<file path="src/rtl/instr_fetch_unit.sv">
// Instruction fetch unit: owns the PC, reads big-endian words from the instruction ROM
// and hands them to decode through a one-entry valid/ready output register.
module instr_fetch_unit #(
  parameter logic [31:0] RESET_PC  = 32'h0000_0000,
  parameter int unsigned ROM_BYTES = 100,
  parameter logic [31:0] HALT_WORD = 32'hFC00_0000
) (
  input  logic        CLK,
  input  logic        Reset,
  output logic        rom_nrd,
  output logic [31:0] rom_addr,
  input  logic [31:0] rom_data,
  input  logic        redirect_valid,
  input  logic [31:0] redirect_pc,
  input  logic        out_ready,
  output logic        out_valid,
  output logic [31:0] out_instr,
  output logic [31:0] out_pc,
  output logic        halted,
  output logic        fault,
  output logic [15:0] fetch_count
);

  typedef enum logic [1:0] {StRun, StHalt, StFault} state_e;

  state_e      state_q, state_d;
  logic [31:0] pc_q, pc_d;
  logic        out_valid_q, out_valid_d;
  logic [31:0] out_instr_q, out_instr_d;
  logic [31:0] out_pc_q, out_pc_d;
  logic [15:0] fetch_count_q, fetch_count_d;

  logic [32:0] pc_end;
  logic        legal;
  logic        slot_free;
  logic        consume;
  logic        fetch;

  // 33-bit end address so a PC near 2^32 cannot wrap back into range
  assign pc_end    = {1'b0, pc_q} + 33'd4;
  assign legal     = (pc_q[1:0] == 2'b00) && (pc_end <= 33'(ROM_BYTES));
  assign slot_free = !out_valid_q || out_ready;
  assign consume   = out_valid_q && out_ready;
  assign fetch     = !Reset && (state_q == StRun) && slot_free && !redirect_valid && legal;

  assign rom_nrd     = !fetch;
  assign rom_addr    = pc_q;
  assign out_valid   = out_valid_q;
  assign out_instr   = out_instr_q;
  assign out_pc      = out_pc_q;
  assign halted      = (state_q == StHalt);
  assign fault       = (state_q == StFault);
  assign fetch_count = fetch_count_q;

  always_comb begin
    state_d       = state_q;
    pc_d          = pc_q;
    out_valid_d   = out_valid_q;
    out_instr_d   = out_instr_q;
    out_pc_d      = out_pc_q;
    fetch_count_d = fetch_count_q;

    if (consume && (fetch_count_q != 16'hFFFF)) begin
      fetch_count_d = fetch_count_q + 16'd1;
    end

    if (redirect_valid && (state_q != StFault)) begin
      out_valid_d = 1'b0;
      pc_d        = redirect_pc;
      state_d     = (redirect_pc[1:0] != 2'b00) ? StFault : StRun;
    end else if (fetch) begin
      out_valid_d = 1'b1;
      out_instr_d = rom_data;
      out_pc_d    = pc_q;
      pc_d        = pc_q + 32'd4;
      if (rom_data == HALT_WORD) begin
        state_d = StHalt;
      end
    end else begin
      if (consume) begin
        out_valid_d = 1'b0;
      end
      if ((state_q == StRun) && slot_free && !redirect_valid && !legal) begin
        state_d = StFault;
      end
    end
  end

  always_ff @(posedge CLK or posedge Reset) begin
    if (Reset) begin
      state_q       <= StRun;
      pc_q          <= RESET_PC;
      out_valid_q   <= 1'b0;
      out_instr_q   <= 32'h0;
      out_pc_q      <= 32'h0;
      fetch_count_q <= 16'h0;
    end else begin
      state_q       <= state_d;
      pc_q          <= pc_d;
      out_valid_q   <= out_valid_d;
      out_instr_q   <= out_instr_d;
      out_pc_q      <= out_pc_d;
      fetch_count_q <= fetch_count_d;
    end
  end

endmodule
</file>
<file path="config.mk">
export PLATFORM = sky130hd
export DESIGN_NAME = instr_fetch_unit
export DESIGN_NICKNAME = d
export VERILOG_FILES = /design/src/rtl/instr_fetch_unit.sv
export SDC_FILE = /design/constraint.sdc
export NUM_CORES = 1
export LEC_CHECK = 0
export BUFFER_PORTS_ARGS = -buffer_cell sky130_fd_sc_hd__buf_2
export CAP_MARGIN = 20
export CORE_MARGIN = 4
export CORE_UTILIZATION = 45
export CTS_BUF_LIST = sky130_fd_sc_hd__clkbuf_16
export DETAILED_ROUTE_END_ITERATION = 10
export HOLD_SLACK_MARGIN = 0.12
export PLACE_DENSITY_LB_ADDON = 0.15
export SETUP_SLACK_MARGIN = 0.02
export SLEW_MARGIN = 30
export SYNTH_ARGS = -nofsm -noshare
export SYNTH_HDL_FRONTEND = slang
export SYNTH_SLANG_ARGS = --single-unit
</file>
<file path="constraint.sdc">
create_clock -name CLK -period 3.1 [get_ports CLK]
set_input_delay 0.31 -clock CLK [delete_from_list [all_inputs] [get_ports CLK]]
set_output_delay 0.31 -clock CLK [all_outputs]
set_load 0.005 [all_outputs]
</file>
==> metrics list, run 1 <==
- At the later pin of the worst-skew pair, clock insertion delay measures 0.41 ns.
* Cell chosen for the clock root: sky130_fd_sc_hd__clkbuf_16
- In the post-route analysis, the smallest setup slack over all paths is -0.0705 ns.
- Counting flops with an async set or reset pin after synthesis yields a share of 100%.
* Netlist area before placement: 0.00524 sq mm
* Warning count from the yosys run: 0
- In the final design database the tool counted 796 nets.
- Clock buffer count from CTS: 17
* Share of the clock period used by the worst path: 102%
* Finish-stage setup viols: 1
- Global-route wire length before repair: 23.4 mm
* Average instance area after synthesis: 10.9 sq um
* Core Region: 0.0114 sq mm
* Startpoint types: flip-flop
- Maximum vdd ir drop: 0.555 mV
* WP data required: 2.79 ns
- Post-route total power: 5.35 mW
* Final hold vios: 0
- Clock skew on the completed layout was measured at 0.00825 ns.
- For this design the top-level I/O count stands at 184.
- Vias in the first global route: 4,724
- Synthesis-stage register bit count: 115
- The layer flagged by global routing as most heavily used is met2.
- Clock input transition at the sequential cells of the worst setup and hold paths: 0.05 ns
* Proportion of netlist area held by the largest area contributor: 54.9%
- The startpoint identified for the worst register-to-register timing path is rom_addr[2].
* Y dimension of the die: 116 um
* Timing startpoint of the critical path: rom_addr[2]
* Max Fanout on Critical Path: 4
- The clock net in this run drives a total of 115 sinks.
- Post-route DRC violation count: 0
- Antenna violations before repair: 0
- Global routing used 22.3% of the available tracks.
* Nets in the synthesized netlist: 552
* CP Data Arrival Time: 2.86 ns
* Met1 Track Usage GR: 27.9%
* Minimum clock period after layout: 3.17 ns
- Dividing the detail-routed via count by the number of cells gives 5.20.
- The worst setup path is captured at an output pin.
* Failing checks: setup timing
- Startpoint-to-endpoint class of the critical path: reg -> out
* Relative slew margins: 60.6%
- Count of cell types in the netlist: 51
- Result of the run: finished, violations left
- Overall overflow remaining after global route: 0
* Drt pass-1 iters: 4
- For this run, the leading register cell type out of synthesis is sky130_fd_sc_hd__dfrtp_1.
- The count of pins over their slew limit came to 0.
- The tool flagged a number of max-cap violations equal to 0.
- CTS built an H-tree with a depth of 4.
- M3 GR Usage: 6.53%
* Sequential-to-total area share from yosys stat: 54.9%
- The count of nets left with antenna violations once routing finished came out at 0.
- The routed layout has 4,582 vias.
* Floorplan row count: 39
* Static Leakage: 4.07 nW
* Average detailed-routed wire length per instance: 16.5 um
- Routability-driven placement finished with a final weighted congestion of 0.821.
- Once the floorplan was initialized, standard cells occupied 45.9% of the core.
- For this run, global-route usage on met2 was measured as 36.0%.
* Signed area change from the synthesized netlist to the final layout: 44.1%
* Number of port buffers: 183
- RSZ-0062 raised after global routing: true
- TritonCTS clock tree: yes
- The filler cells instantiated in the layout total 913.
* Iteration-0 DRC count of the detailed router: 214
- Die outline width: 116 um
- Largest area contributor in the netlist: sky130_fd_sc_hd__dfrtp_1
- Largest net degree at the start of global routing: 56
* Min-delay worst type: in -> reg
- Post-Synthesis Cells: 481
- Post-DP HPWL: 9.85 mm
- Transition time at the pin with the least slew margin: 0.590 ns
- Hold path start: rom_data[1]
- Biggest area contributors in the synthesized netlist: sky130_fd_sc_hd__dfrtp_1 (55%), sky130_fd_sc_hd__nand2_1 (7.1%), sky130_fd_sc_hd__mux2_2 (5.6%)
* Post-Route Setup TNS: -0.0705 ns
- Maximum clock path buffer count: 2
- Power density over cell area: 708 mW/mm^2
- In the final layout, the share of cells above drive strength 1 is 40.4%.
* Count of flip-flops with a built-in enable after synthesis: 0
- Maximum clock frequency: 315 MHz
* Overall routed net length: 14.5 mm
* Die area: 0.0134 sq mm
Yosys cell counts (6+ instances only):
master	n
sky130_fd_sc_hd__and2_1	31
sky130_fd_sc_hd__and3_1	7
sky130_fd_sc_hd__nor3_1	12
sky130_fd_sc_hd__clkbuf_1	14
sky130_fd_sc_hd__nand3_1	13
sky130_fd_sc_hd__nand2_1	99
sky130_fd_sc_hd__xnor2_1	18
sky130_fd_sc_hd__o21ai_0	9
sky130_fd_sc_hd__inv_1	6
sky130_fd_sc_hd__nor4_1	11
sky130_fd_sc_hd__nor2_1	14
sky130_fd_sc_hd__and4_1	7
sky130_fd_sc_hd__xor2_1	6
sky130_fd_sc_hd__dfrtp_1	115
sky130_fd_sc_hd__mux2_4	10
sky130_fd_sc_hd__mux2_2	26
sky130_fd_sc_hd__nand4_1	12
sky130_fd_sc_hd__buf_2	6
cells by family (layout without fill, tap and decap cells):
logic type	count (synthesis)	count (layout)	synth area share, %
AOI/OAI and AO/OA	39	39	5.37
xor gates and xnor gates	24	24	4.01
adders and majority gates	3	3	0.716
buffers and inverters	29	285	2.65
DFF	115	115	54.9
muxes	43	43	9.86
other	0	1	0
and+or+nand+nor	228	228	22.5
state kept, by name (all words and copies together) (netlist names):
| signal | flops |
|---|---|
| out_instr | 32 |
| rom_addr | 32 |
| fetch_count | 16 |
| out_valid | 1 |
| state_q | 2 |
| out_pc | 32 |
critical path, cell delays in order (launching register included):
cell                      delay, ns
sky130_fd_sc_hd__dfrtp_1       0.41
sky130_fd_sc_hd__ha_4          0.17
sky130_fd_sc_hd__nand3_4       0.09
sky130_fd_sc_hd__or3_4         0.36
sky130_fd_sc_hd__or4_4         0.48
sky130_fd_sc_hd__a22o_1        0.22
sky130_fd_sc_hd__nor4_4        0.33
sky130_fd_sc_hd__nand3_4       0.13
sky130_fd_sc_hd__buf_12        0.16
sky130_fd_sc_hd__buf_6         0.10
power by group:
| group | internal [mW] | switching, mW |
|---|---|---|
| registers | 1.70 | 0.286 |
| clock network | 1.32 | 0.660 |
| logic | 0.653 | 0.724 |
worst paths after layout:
check,endpoint,slack [ns],depth (start not counted)
setup / recovery,rom_nrd,-0.07,9
hold / removal,out_instr[1],0.14,2
setup reg to reg,rom_addr[5],0.02,10
hold reg to reg,out_pc[29],0.48,1
max in group asynchronous,fetch_count[11],1.73,4
min in group asynchronous,out_instr[15],0.54,3
cell type report:
class,instances,area [sq um],area share (%)
multi-input combinational,337,2300,30.5
clock inverter,14,173,2.29
inverter,6,26.3,0.348
clock buffer,17,425,5.63
sequential,115,2880,38.1
antenna,1,2.50,0.0331
tap,143,179,2.37
timing repair buffer,248,1570,20.8
cell usage in the layout (no fill, tap or decap), types with 6 or more instances in the layout:
cell and n:
sky130_fd_sc_hd__and2_1 31, sky130_fd_sc_hd__inv_1 8, sky130_fd_sc_hd__dfrtp_1 115, sky130_fd_sc_hd__nand4_1 12, sky130_fd_sc_hd__nor2_1 14, sky130_fd_sc_hd__mux2_2 26
sky130_fd_sc_hd__and4_1 7, sky130_fd_sc_hd__mux2_4 10, sky130_fd_sc_hd__nand2_1 99, sky130_fd_sc_hd__nor3_1 11, sky130_fd_sc_hd__nand3_1 13, sky130_fd_sc_hd__buf_4 30
sky130_fd_sc_hd__and3_1 7, sky130_fd_sc_hd__clkbuf_16 17, sky130_fd_sc_hd__buf_2 182, sky130_fd_sc_hd__xor2_1 6, sky130_fd_sc_hd__dlygate4sd3_1 29, sky130_fd_sc_hd__nor4_1 9
sky130_fd_sc_hd__o21ai_0 7, sky130_fd_sc_hd__xnor2_1 18
stage by stage:
stage	utilization (%)	instance area, sq um	hold slack [ns]	std cells	worst slack (ns)
6_report	66.2	7550	0.143	881	-0.0705
5_1_grt	66.1	7550	0.125	880	-0.166
4_1_cts	65.8	7510	0.127	879	-0.0776
3_5_place_dp	56.4	6440	0.394	809	0.0936
3_3_place_gp	56.4	6440	0.393	809	0.145
2_1_floorplan	-	5250	0.415	481	0.0563
metal layers:
layer	up-vias	wire, um
met1	2221	5940
met5	-	0
met2	168	7210
met4	0	312
li1	2168	-
met3	25	1060
what timing repair did:
action,4_1_cts,5_1_grt
endpoints found under the hold margin,49,0
buffers inserted,8,1
hold buffers,29,0
setup endpoints to repair,1,71
resized for setup,8,10
gates cloned,2,0
pin swaps,5,3
Note: power is estimated with default switching activity, not from simulation.
==> run 2: changes to the inputs <==
--- a/config.mk
+++ b/config.mk
@@ -5,7 +5,7 @@
 export SDC_FILE = /design/constraint.sdc
 export NUM_CORES = 1
 export LEC_CHECK = 0
-export BUFFER_PORTS_ARGS = -buffer_cell sky130_fd_sc_hd__buf_2
+export BUFFER_PORTS_ARGS = -buffer_cell sky130_fd_sc_hd__buf_4
 export CAP_MARGIN = 20
 export CORE_MARGIN = 4
 export CORE_UTILIZATION = 45
==> run 2 against run 1 <==
Effect of this change:
- count of clock-buffer cells in the layout unchanged
- non-clock buffer count unchanged
- sequential power hardly changed
- the flow still finishes with violations (setup timing)
- power is 1.1% higher
- setup slack worse by 0.0017 ns
- combinational power increased by 10%
- clock power down 4%
==> metrics list, run 2 (synthesis results as in run 1) <==
* Result of the run: finished, violations left
- Failing checks: setup timing
- By startpoint and endpoint, the worst setup path is classified as reg -> out.
- Maximum vdd ir drop: 0.504 mV
* Hold worst-path end: out_instr[1]
- Measured in cells, the most critical reg-to-reg path has a length of 10.
* Drt pass-1 iters: 4
- Die outline width: 116 um
- Reg2reg setup slack: 0.01 ns
* Average detailed-routed wire length per instance: 16.3 um
- I/O pins: 184
- Global-route wire length before repair: 23.3 mm
- Power density over cell area: 679 mW/mm^2
- Type of element capturing the critical path: output pin
- Maximum clock frequency: 315 MHz
- Grouping stages by cell kind, the critical path spends the most delay in simple AND/OR/NAND/NOR gates.
- The final hold violation count came to 0.
- From bottom edge to top edge, the die measures 116 um.
* Post-route total power: 5.41 mW
- Number of port buffers: 183
- The min-delay analysis places its worst path in the category in -> reg.
- Buffer and inverter count on the worst path: 2
* Vias in the first global route: 4,655
- Once detailed placement completed, the half-perimeter wirelength came to 10.0 mm.
* TritonCTS clock tree: yes
- Starting density of the core: 45.9%
- Antenna violations before repair: 0
- The top cell types in the final layout, fill and taps aside, are sky130_fd_sc_hd__buf_4 (212), sky130_fd_sc_hd__dfrtp_1 (115), sky130_fd_sc_hd__nand2_1 (99).
- Max Fanout on Critical Path: 5
* Cell chosen for the clock root: sky130_fd_sc_hd__clkbuf_16
- The critical path goes through ha_4 > nand3_4 > or3_4 > or4_1 > a22o_1 > nor4_4 > nand3_4 > buf_12 > buf_6.
- Setup repair after global routing could not meet its margin everywhere.
- Total track usage: 22.2%
* Largest stage delay on the critical path: 0.48 ns
* Detail-routed via count per cell: 5.18
* Proportion of layout cells with a drive suffix above 1: 39.8%
- Entering global routing, the biggest net connects 48 pins.
* Floorplan row count: 39
- STA puts the critical path data arrival time at 2.86 ns.
* Count of max-cap constraint violations: 0
- Across the routed clock network, the largest skew measured is 0.0102 ns.
- Count of H-tree levels built during CTS: 4
- Hold path start: rom_data[1]
- The floorplan step defined a die boundary enclosing 0.0134 sq mm.
- WP data required: 2.79 ns
- Net total in the final layout: 796
* Count of inserted antenna diode cells: 0
- Overall routed net length: 14.4 mm
- Setup violations remaining at the end of the flow were counted as 1.
- For this design, the slowest cell found on the critical path is sky130_fd_sc_hd__or4_1.
- In this run the deepest clock path goes through 2 buffers.
- Detailed routing inserted a total of 4,554 vias.
* Reg2Reg Launch Point: rom_addr[2]
- Global routing finished with a remaining overflow of 0.
* Iteration-0 DRC count of the detailed router: 241
- From synthesis to final layout, the design area changed by 51.9%.
- Source-to-sink clock delay at the later pin of the worst-skew pair: 0.41 ns
* Static Leakage: 4.11 nW
* Minimum clock period after layout: 3.17 ns
* Relative slew margins: 43.6%
- The worst setup path is launched from a flip-flop.
* Most prevalent standard cell on the critical path: sky130_fd_sc_hd__nand3_4
* Clock buffer count from CTS: 17
- Share of the clock period used by the worst path: 102%
- The endpoint identified for the worst register-to-register timing path is out_instr[26].
- Transition time at the pin with the least slew margin: 0.844 ns
- Routability-driven placement finished with a final weighted congestion of 0.852.
- The count of nets left with antenna violations once routing finished came out at 0.
- Leaving out fill and tap cells, the most frequent cell in the layout is sky130_fd_sc_hd__buf_4.
- Core Region: 0.0114 sq mm
- Pre-CTS worst setup slack: 0.0626 ns
- For this run, design rule violations remaining after detail routing come to 0.
- Clock input transition at the sequential cells of the worst setup and hold paths: 0.05 ns
* Hold-critical path depth: 2
- Number of slew-limit violations in the final report: 0
* Worst setup margin: -0.0721 ns
- The clock drives 115 sinks.
run 2: changes by cell type in the layout (fill, tap and decap cells not counted), moves of 2 or more:
cell,change
sky130_fd_sc_hd__buf_2,-182
sky130_fd_sc_hd__buf_4,+182
sky130_fd_sc_hd__clkinv_2,-2
sky130_fd_sc_hd__clkinv_4,-2
sky130_fd_sc_hd__clkinvlp_4,+4
sky130_fd_sc_hd__o21ai_0,+2
sky130_fd_sc_hd__o21ai_1,-2
run 2: timing repair:
| action | 4_1_cts | 5_1_grt |
|---|---|---|
| hold endpoints to repair | 66 | 1 |
| endpoints found under the setup margin | 1 | 70 |
| setup buffers | 5 | 2 |
| gates resized for setup | 8 | 3 |
| pin swaps | 4 | 5 |
| hold buffers | 29 | 1 |
| gates cloned | 2 | 0 |
run 2: where the power goes:
part           switching [mW]  leakage, nW  internal (mW)  total, mW
Clock                   0.662        0.279           1.24       1.90
Combinational           0.737         2.27          0.779       1.52
Sequential              0.289         1.56           1.70       1.99
run 2: worst reg2reg max path, delay by kind of cell (launching register included):
| family | cells | cell delay [ns] |
|---|---|---|
| AO/OA/AOI/OAI | 1 | 0.24 |
| flip-flops | 1 | 0.39 |
| buffers and inverters | 2 | 0.50 |
| AND/OR/NAND/NOR | 5 | 1.40 |
| adder cells (fa/ha/maj) | 1 | 0.17 |
| multiplexers | 1 | 0.29 |
run 2: area by class of cell:
class | count | area (sq um)
repair buffers | 248 | 2020
well taps | 143 | 179
fillers | 846 | 3450
inverters | 6 | 26.3
multi-input cells | 337 | 2290
flip-flops and latches | 115 | 2880
clock inverters | 14 | 149
clock buffers | 17 | 425
run 2: per-stage QoR:
step / setup TNS, ns / util, % / hold slack (ns) / instances / instance area, sq um
2_1_floorplan: 0 / - / 0.415 / 481 / 5250
3_3_place_gp: 0 / 60.5 / 0.470 / 810 / 6910
3_5_place_dp: 0 / 60.5 / 0.471 / 810 / 6910
4_1_cts: -0.0898 / 69.4 / 0.124 / 877 / 7930
5_1_grt: -2.05 / 69.7 / 0.124 / 880 / 7960
6_report: -0.0721 / 69.7 / 0.137 / 880 / 7960
run 2: worst max path at each step:
stage                start             to  slack, ns  depth (start not counted)
2_1_floorplan  rom_addr[2]  out_instr[10]       0.06                         11
3_3_place_gp   rom_addr[2]   out_instr[0]       0.13                          9
3_5_place_dp   rom_addr[3]   out_instr[1]       0.06                          9
4_1_cts        rom_addr[3]        rom_nrd      -0.09                          9
5_1_grt        rom_addr[2]        rom_nrd      -0.18                         11
6_report       rom_addr[2]        rom_nrd      -0.07                          9
run 2: metal layers:
metal  global-route usage [%]  part of all wire [%]  up-vias  wire length, um
met5                        0                     0        -                0
met1                     27.9                    42     2237             6020
met2                     36.8                    50      137             7200
li1                         -                     -     2171                -
met4                     7.04                  0.78        0              112
met3                     6.95                   7.2        9             1030
